[config.mk]
export PLATFORM = sky130hd
export DESIGN_NAME = digital_lock_seq
export DESIGN_NICKNAME = d
export VERILOG_FILES = /design/src/rtl/lock_pkg.sv /design/src/rtl/lock_timer.sv /design/src/rtl/digital_lock_seq.sv
export SDC_FILE = /design/constraint.sdc
export NUM_CORES = 1
export LEC_CHECK = 0
export CAP_MARGIN = 0
export CORE_ASPECT_RATIO = 0.7
export CORE_MARGIN = 2
export CORE_UTILIZATION = 58
export DETAILED_ROUTE_END_ITERATION = 12
export MAX_ROUTING_LAYER = met4
export PLACE_DENSITY = 0.79
export SYNTH_ARGS = -nofsm -noshare
export SYNTH_HDL_FRONTEND = slang
export SYNTH_SLANG_ARGS = --single-unit
[constraint.sdc]
create_clock -name clk -period 2.8 [get_ports clk]
set_clock_uncertainty 0.15 [all_clocks]
set_input_delay 0.56 -clock clk [delete_from_list [all_inputs] [get_ports clk]]
set_output_delay 0.56 -clock clk [all_outputs]
set_load 0.01 [all_outputs]
[src/rtl/lock_pkg.sv]
// Shared types and helpers for the multi-digit lock: state encoding,
// attempt thermometer and digit slicing of a packed code word.
package lock_pkg;

    typedef enum logic [2:0] {
        S_IDLE     = 3'd0,
        S_ENTRY    = 3'd1,
        S_UNLOCKED = 3'd2,
        S_LOCKOUT  = 3'd3,
        S_PROGRAM  = 3'd4
    } lock_state_t;

    localparam int unsigned MAX_CODE_W  = 256;
    localparam int unsigned MAX_THERM_W = 32;

    // Bit i is set when more than i failures have been counted.
    function automatic logic [MAX_THERM_W-1:0] therm(input int unsigned count,
                                                     input int unsigned max_attempts);
        logic [MAX_THERM_W-1:0] w_bits;
        w_bits = '0;
        for (int unsigned i = 0; i < MAX_THERM_W; i++) begin
            w_bits[i] = (i < count) && (i < max_attempts);
        end
        return w_bits;
    endfunction

    // Digit 0 is the most significant digit of the code word.
    function automatic logic [31:0] get_digit(input logic [MAX_CODE_W-1:0] code,
                                              input int unsigned idx,
                                              input int unsigned digit_w,
                                              input int unsigned code_len);
        logic [31:0] w_mask;
        w_mask = (digit_w >= 32) ? '1 : ((32'd1 << digit_w) - 32'd1);
        return 32'(code >> ((code_len - 1 - idx) * digit_w)) & w_mask;
    endfunction

endpackage

[src/rtl/lock_timer.sv]
// Loadable down-counter shared by the unlock window, lockout period and
// entry timeout; only one of them can be running in any given state.
module lock_timer #(
    parameter int unsigned W = 8
) (
    input  logic         clk,
    input  logic         reset,
    input  logic         i_load,
    input  logic [W-1:0] i_value,
    input  logic         i_tick,
    output logic         o_zero
);

    logic [W-1:0] r_count;

    always_ff @(posedge clk) begin
        if (reset) begin
            r_count <= '0;
        end else if (i_load) begin
            r_count <= i_value;
        end else if (i_tick && (r_count != '0)) begin
            r_count <= r_count - W'(1);
        end
    end

    // Flags the tick on which the count reaches zero, so the owner can act on that same edge.
    assign o_zero = i_tick && !i_load && (r_count == W'(1));

endmodule

[src/rtl/digital_lock_seq.sv]
// Multi-digit pushbutton lock with attempt counting, lockout, timed relock
// and field reprogramming of the stored code.
module digital_lock_seq
    import lock_pkg::*;
#(
    parameter int unsigned DIGIT_W        = 4,
    parameter int unsigned CODE_LEN       = 4,
    parameter int unsigned MAX_ATTEMPTS   = 3,
    parameter int unsigned UNLOCK_CYCLES  = 16,
    parameter int unsigned LOCKOUT_CYCLES = 64,
    parameter int unsigned ENTRY_TIMEOUT  = 32,
    parameter logic [CODE_LEN*DIGIT_W-1:0] DEFAULT_CODE = 16'h10A5
) (
    input  logic                             clk,
    input  logic                             reset,
    input  logic                             admin_reset,
    input  logic                             enter,
    input  logic                             prog_en,
    input  logic [DIGIT_W-1:0]               code_in,
    output logic                             unlock_led,
    output logic                             lockout_led,
    output logic [MAX_ATTEMPTS-1:0]          attempt_led,
    output logic [$clog2(CODE_LEN+1)-1:0]    digit_cnt,
    output logic                             prog_led,
    output logic                             prog_done
);

    localparam int unsigned CODE_W  = CODE_LEN * DIGIT_W;
    localparam int unsigned CNT_W   = $clog2(CODE_LEN + 1);
    localparam int unsigned ATT_W   = $clog2(MAX_ATTEMPTS + 1);
    localparam int unsigned MAX_UL  = (UNLOCK_CYCLES > LOCKOUT_CYCLES) ? UNLOCK_CYCLES : LOCKOUT_CYCLES;
    localparam int unsigned MAX_CYC = (MAX_UL > ENTRY_TIMEOUT) ? MAX_UL : ENTRY_TIMEOUT;
    localparam int unsigned TMR_W   = $clog2(MAX_CYC) + 1;

    lock_state_t             r_state;
    logic                    r_enter_q;
    logic [CODE_W-1:0]       r_code;
    logic [CODE_W-1:0]       r_shadow;
    logic [CNT_W-1:0]        r_digit_cnt;
    logic [ATT_W-1:0]        r_attempts;
    logic                    r_mismatch;
    logic                    r_unlock_led;
    logic                    r_lockout_led;
    logic [MAX_ATTEMPTS-1:0] r_attempt_led;
    logic                    r_prog_led;
    logic                    r_prog_done;

    lock_state_t             w_state_nxt;
    logic [CODE_W-1:0]       w_code_nxt;
    logic [CODE_W-1:0]       w_shadow_nxt;
    logic [CODE_W-1:0]       w_shadow_upd;
    logic [CNT_W-1:0]        w_digit_cnt_nxt;
    logic [ATT_W-1:0]        w_attempts_nxt;
    logic                    w_mismatch_nxt;
    logic                    w_prog_done_nxt;
    logic                    w_press;
    logic                    w_last_digit;
    logic                    w_digit_bad;
    logic [DIGIT_W-1:0]      w_stored_digit;
    logic                    w_tmr_load;
    logic [TMR_W-1:0]        w_tmr_value;
    logic                    w_tmr_tick;
    logic                    w_tmr_zero;

    lock_timer #(.W(TMR_W)) u_timer (
        .clk     (clk),
        .reset   (reset),
        .i_load  (w_tmr_load),
        .i_value (w_tmr_value),
        .i_tick  (w_tmr_tick),
        .o_zero  (w_tmr_zero)
    );

    assign w_press        = enter & ~r_enter_q;
    assign w_last_digit   = (r_digit_cnt == CNT_W'(CODE_LEN - 1));
    assign w_stored_digit = DIGIT_W'(get_digit(MAX_CODE_W'(r_code), 32'(r_digit_cnt), DIGIT_W, CODE_LEN));
    assign w_digit_bad    = (code_in != w_stored_digit);

    always_comb begin
        w_shadow_upd = r_shadow;
        for (int unsigned d = 0; d < CODE_LEN; d++) begin
            if (d == 32'(r_digit_cnt)) begin
                w_shadow_upd[(CODE_LEN-1-d)*DIGIT_W +: DIGIT_W] = code_in;
            end
        end
    end

    always_comb begin
        w_state_nxt     = r_state;
        w_code_nxt      = r_code;
        w_shadow_nxt    = r_shadow;
        w_digit_cnt_nxt = r_digit_cnt;
        w_attempts_nxt  = r_attempts;
        w_mismatch_nxt  = r_mismatch;
        w_prog_done_nxt = 1'b0;
        w_tmr_load      = 1'b0;
        w_tmr_value     = '0;
        w_tmr_tick      = 1'b0;

        if (admin_reset) begin
            w_state_nxt     = S_IDLE;
            w_shadow_nxt    = '0;
            w_digit_cnt_nxt = '0;
            w_attempts_nxt  = '0;
            w_mismatch_nxt  = 1'b0;
            w_tmr_load      = 1'b1;
        end else begin
            case (r_state)
                S_IDLE, S_ENTRY: begin
                    if (w_press) begin
                        if (w_last_digit) begin
                            w_digit_cnt_nxt = '0;
                            w_mismatch_nxt  = 1'b0;
                            if (!(r_mismatch || w_digit_bad)) begin
                                w_state_nxt    = S_UNLOCKED;
                                w_attempts_nxt = '0;
                                w_tmr_load     = 1'b1;
                                w_tmr_value    = TMR_W'(UNLOCK_CYCLES);
                            end else if (r_attempts == ATT_W'(MAX_ATTEMPTS - 1)) begin
                                w_state_nxt    = S_LOCKOUT;
                                w_attempts_nxt = ATT_W'(MAX_ATTEMPTS);
                                w_tmr_load     = 1'b1;
                                w_tmr_value    = TMR_W'(LOCKOUT_CYCLES);
                            end else begin
                                w_state_nxt    = S_IDLE;
                                w_attempts_nxt = r_attempts + ATT_W'(1);
                            end
                        end else begin
                            w_state_nxt     = S_ENTRY;
                            w_digit_cnt_nxt = r_digit_cnt + CNT_W'(1);
                            w_mismatch_nxt  = r_mismatch | w_digit_bad;
                            w_tmr_load      = 1'b1;
                            w_tmr_value     = TMR_W'(ENTRY_TIMEOUT);
                        end
                    end else if ((r_state == S_ENTRY) && (ENTRY_TIMEOUT != 0)) begin
                        w_tmr_tick = 1'b1;
                        if (w_tmr_zero) begin
                            w_state_nxt     = S_IDLE;
                            w_digit_cnt_nxt = '0;
                            w_mismatch_nxt  = 1'b0;
                        end
                    end
                end
                S_UNLOCKED: begin
                    if (prog_en) begin
                        w_state_nxt     = S_PROGRAM;
                        w_digit_cnt_nxt = '0;
                        w_shadow_nxt    = '0;
                    end else begin
                        w_tmr_tick = 1'b1;
                        if (w_tmr_zero) begin
                            w_state_nxt = S_IDLE;
                        end
                    end
                end
                S_PROGRAM: begin
                    if (w_press) begin
                        if (w_last_digit) begin
                            w_code_nxt      = w_shadow_upd;
                            w_shadow_nxt    = '0;
                            w_digit_cnt_nxt = '0;
                            w_prog_done_nxt = 1'b1;
                            w_state_nxt     = S_IDLE;
                        end else begin
                            w_shadow_nxt    = w_shadow_upd;
                            w_digit_cnt_nxt = r_digit_cnt + CNT_W'(1);
                        end
                    end
                end
                S_LOCKOUT: begin
                    if (LOCKOUT_CYCLES != 0) begin
                        w_tmr_tick = 1'b1;
                        if (w_tmr_zero) begin
                            w_state_nxt    = S_IDLE;
                            w_attempts_nxt = '0;
                        end
                    end
                end
                default: begin
                    w_state_nxt = S_IDLE;
                end
            endcase
        end
    end

    // LED registers are driven from the next state so they track r_state without extra lag.
    always_ff @(posedge clk) begin
        if (reset) begin
            r_state       <= S_IDLE;
            r_enter_q     <= 1'b0;
            r_code        <= DEFAULT_CODE;
            r_shadow      <= '0;
            r_digit_cnt   <= '0;
            r_attempts    <= '0;
            r_mismatch    <= 1'b0;
            r_unlock_led  <= 1'b0;
            r_lockout_led <= 1'b0;
            r_attempt_led <= '0;
            r_prog_led    <= 1'b0;
            r_prog_done   <= 1'b0;
        end else begin
            r_state       <= w_state_nxt;
            r_enter_q     <= enter;
            r_code        <= w_code_nxt;
            r_shadow      <= w_shadow_nxt;
            r_digit_cnt   <= w_digit_cnt_nxt;
            r_attempts    <= w_attempts_nxt;
            r_mismatch    <= w_mismatch_nxt;
            r_unlock_led  <= (w_state_nxt == S_UNLOCKED);
            r_lockout_led <= (w_state_nxt == S_LOCKOUT);
            r_attempt_led <= (w_state_nxt == S_LOCKOUT) ? '1
                           : MAX_ATTEMPTS'(therm(32'(w_attempts_nxt), MAX_ATTEMPTS));
            r_prog_led    <= (w_state_nxt == S_PROGRAM);
            r_prog_done   <= w_prog_done_nxt;
        end
    end

    assign unlock_led  = r_unlock_led;
    assign lockout_led = r_lockout_led;
    assign attempt_led = r_attempt_led;
    assign digit_cnt   = r_digit_cnt;
    assign prog_led    = r_prog_led;
    assign prog_done   = r_prog_done;

endmodule

==> flow_summary.ini <==
[status]
status = finished clean

[final_layout]
mostFrequentLayoutCells = nor2_1, dfxtp_1, nand2_1
num_antenna_cells = 0
regArea_um2 = 1120
areaGrowthSynthToFinish_pct = 15.1
final_common_cell = nor2_1
nets = 367
multiInputGateArea_um2 = 1570
n_fill_cell = 381
drive_gt1_frac = 0.122

[pwr]
p_total_uw = 1380
cellLeakagePower_uw = 0.00121
p_switching_uw = 332
internal_power_uw = 1050
vdd.ir_drop.worst_mv = 0.276
power.share.sequential = 0.585
pwr-share-clk = 0.332
power_density_nw_per_um2 = 425
p_sw_frac = 0.240
comb_power_share = 0.083

[critical_path]
crit_path_max_fanout = 4
end_kind = register
arrival_ps = 2760
r2r_slack_ps = 150
required_ps = 2910
start_kind = register
worstReg2RegStart = u_timer.r_count[0]
r2r_end = unlock_led
worstSetupPathType = reg -> reg
ff2ff_path_depth = 7

[clock_tree]
cts.sinks = 56
cts_tree = done
clock_path_buffers = 2
worstSkewPairLatency_ps = 310
cts_made_buffers = 5
path_clk_slew_ps = 90
htree_levels = 2
cts_root_buf = clkbuf_8

[synthesis]
yosysSeqAreaShare = 0.397
synthesis.area_um2 = 2820
yosysUniqueCellTypes = 55
synth_nets = 343
ys_ff_latch = 56
syn_avg_cell_area_um2 = 8.63
ys.flop_type = dfxtp_1
synth_edf_count = 0
synthCells = 327
async_flop_share = 0
yosys_warnings = 0

[floorplan]
ios = 19
die_h_um = 62.4
start_util = 0.597
coreArea_um2 = 4730
rows = 21
die_area_um2 = 5450
die_w_um = 87.4

[global_routing]
grt_pass1_vias = 2283
grt-ovfl-total = 0
grt_max_degree = 33
grt_antenna_before_repair = 0
track_usage = 0.275
grt_first_pass_wirelength_um = 11400

[timing]
tns_ps = 0
post-route-period-util = 0.947
period_needed_ps = 2650
clock.fmax_ghz = 0.377
final.setup.worst_slack_ps = 150
hold_viol_final = 0
rsz0062_at_grt = no
maxSlewHeadroom = 0.569
finalSetupViolCount = 0
worst_pin_slew_ps = 640
drv_slew = 0

[placed_design]
dp_hpwl_um = 4850
gp_congestion = 1.02
place_ws_ps = 6.52
port_buffers = 18

[detailed_routing]
ant_nets = 0
vias_per_cell = 6.12
vias = 2505
drc = 0
wl_per_cell_um = 16.7
drt_iter0_markers = 314
dr.pass1.iters = 5
finalWirelength_um = 6830

[worst_hold_path]
hold_path.class = reg -> reg
hp-start = r_code[7]
hold_depth = 1
hold_path_end = r_code[7]

[job]
max-cap-violations = 0
-- worst max-delay path by stage --
stage	start	end	slack, ps	cells after the start
2_1_floorplan	digit_cnt[1]	attempt_led[0]	370	7
3_3_place_gp	code_in[3]	attempt_led[0]	70	7
3_5_place_dp	code_in[3]	attempt_led[0]	7	7
4_1_cts	digit_cnt[1]	attempt_led[0]	170	6
5_1_grt	u_timer.r_count[1]	unlock_led	0.8	8
6_report	u_timer.r_count[0]	unlock_led	150	7
-- area by class of cell --
type	instances	area share
multi-input combinational	237	0.485
sequential	56	0.345
timing repair buffer	37	0.103
clock buffer	6	0.0254
tap	57	0.0220
inverter	14	0.0162
clock inverter	2	0.00308
-- critical path, stage by stage (launching register included) --
cell	delay, ps
dfxtp_1	410
ha_1	180
or4b_2	650
o31ai_1	380
a2111oi_0	220
a21bo_2	240
a31oi_1	200
o21a_1	170
-- power by group through the flow --
| stage | Combinational [µW] | Sequential (µW) | Clock, µW |
|---|---|---|---|
| 2_1_floorplan | 67.5 | 822 | 0 |
| 3_3_place_gp | 109 | 825 | 0 |
| 3_5_place_dp | 111 | 825 | 0 |
| 4_1_cts | 112 | 807 | 466 |
| 5_1_grt | 123 | 808 | 500 |
| 6_report | 115 | 807 | 458 |
-- logic make-up (layout without fill, tap and decap cells) --
family	after synthesis	in the layout	share of synthesized area
muxes	15	15	0.0736
DFF	56	56	0.397
adders and majority gates	7	7	0.0310
AOI/OAI and AO/OA	76	76	0.199
buffers and inverters	34	59	0.0506
xor gates and xnor gates	5	5	0.0155
and+or+nand+nor	134	134	0.233
-- state kept, by name, indices dropped and copies added (netlist names) --
signal           count
digit_cnt            3
lockout_led          1
attempt_led          3
r_enter_q            1
prog_done            1
r_code              16
r_state              3
unlock_led           1
u_timer.r_count      7
r_shadow            16
prog_led             1
r_mismatch           1
r_attempts           2
-- through the flow --
stage | cells | instance area [µm²] | util | hold WS, ps
6_report | 409 | 3250 | 0.687 | 319
2_1_floorplan | 327 | 2820 | - | 277
3_5_place_dp | 401 | 3140 | 0.663 | 296
4_1_cts | 409 | 3230 | 0.683 | 325
5_1_grt | 409 | 3250 | 0.687 | 341
3_3_place_gp | 401 | 3140 | 0.663 | 285
-- per-layer routing --
| metal | vias to the layer above | part of all wire | track usage |
|---|---|---|---|
| met5 | - | 0 | - |
| met2 | 110 | 0.40 | 0.347 |
| met1 | 1175 | 0.51 | 0.431 |
| met3 | 13 | 0.076 | 0.0678 |
| li1 | 1207 | - | - |
| met4 | 0 | 0.014 | 0.0731 |
-- cells in the mapped netlist, types with 5 or more instances --
cell	instances	area [µm²]
nor2b_1	10	62.6
a21oi_1	17	85.1
inv_1	14	52.6
clkbuf_1	13	48.8
nand2_1	19	71.3
dfxtp_1	56	1120
o21ai_0	11	55.1
ha_1	7	87.6
mux2i_1	11	110
a22oi_1	16	120
nor2_1	60	225
nor3_1	13	65.1
a211o_1	5	43.8
nand2b_1	5	31.3
-- repair_timing --
action                     in CTS  in global routing
setup endpoints to repair       0                  5
setup buffers                   0                  0
hold buffers                    0                  0
resized for setup               0                  3
Power figures use the tool's default switching activity.
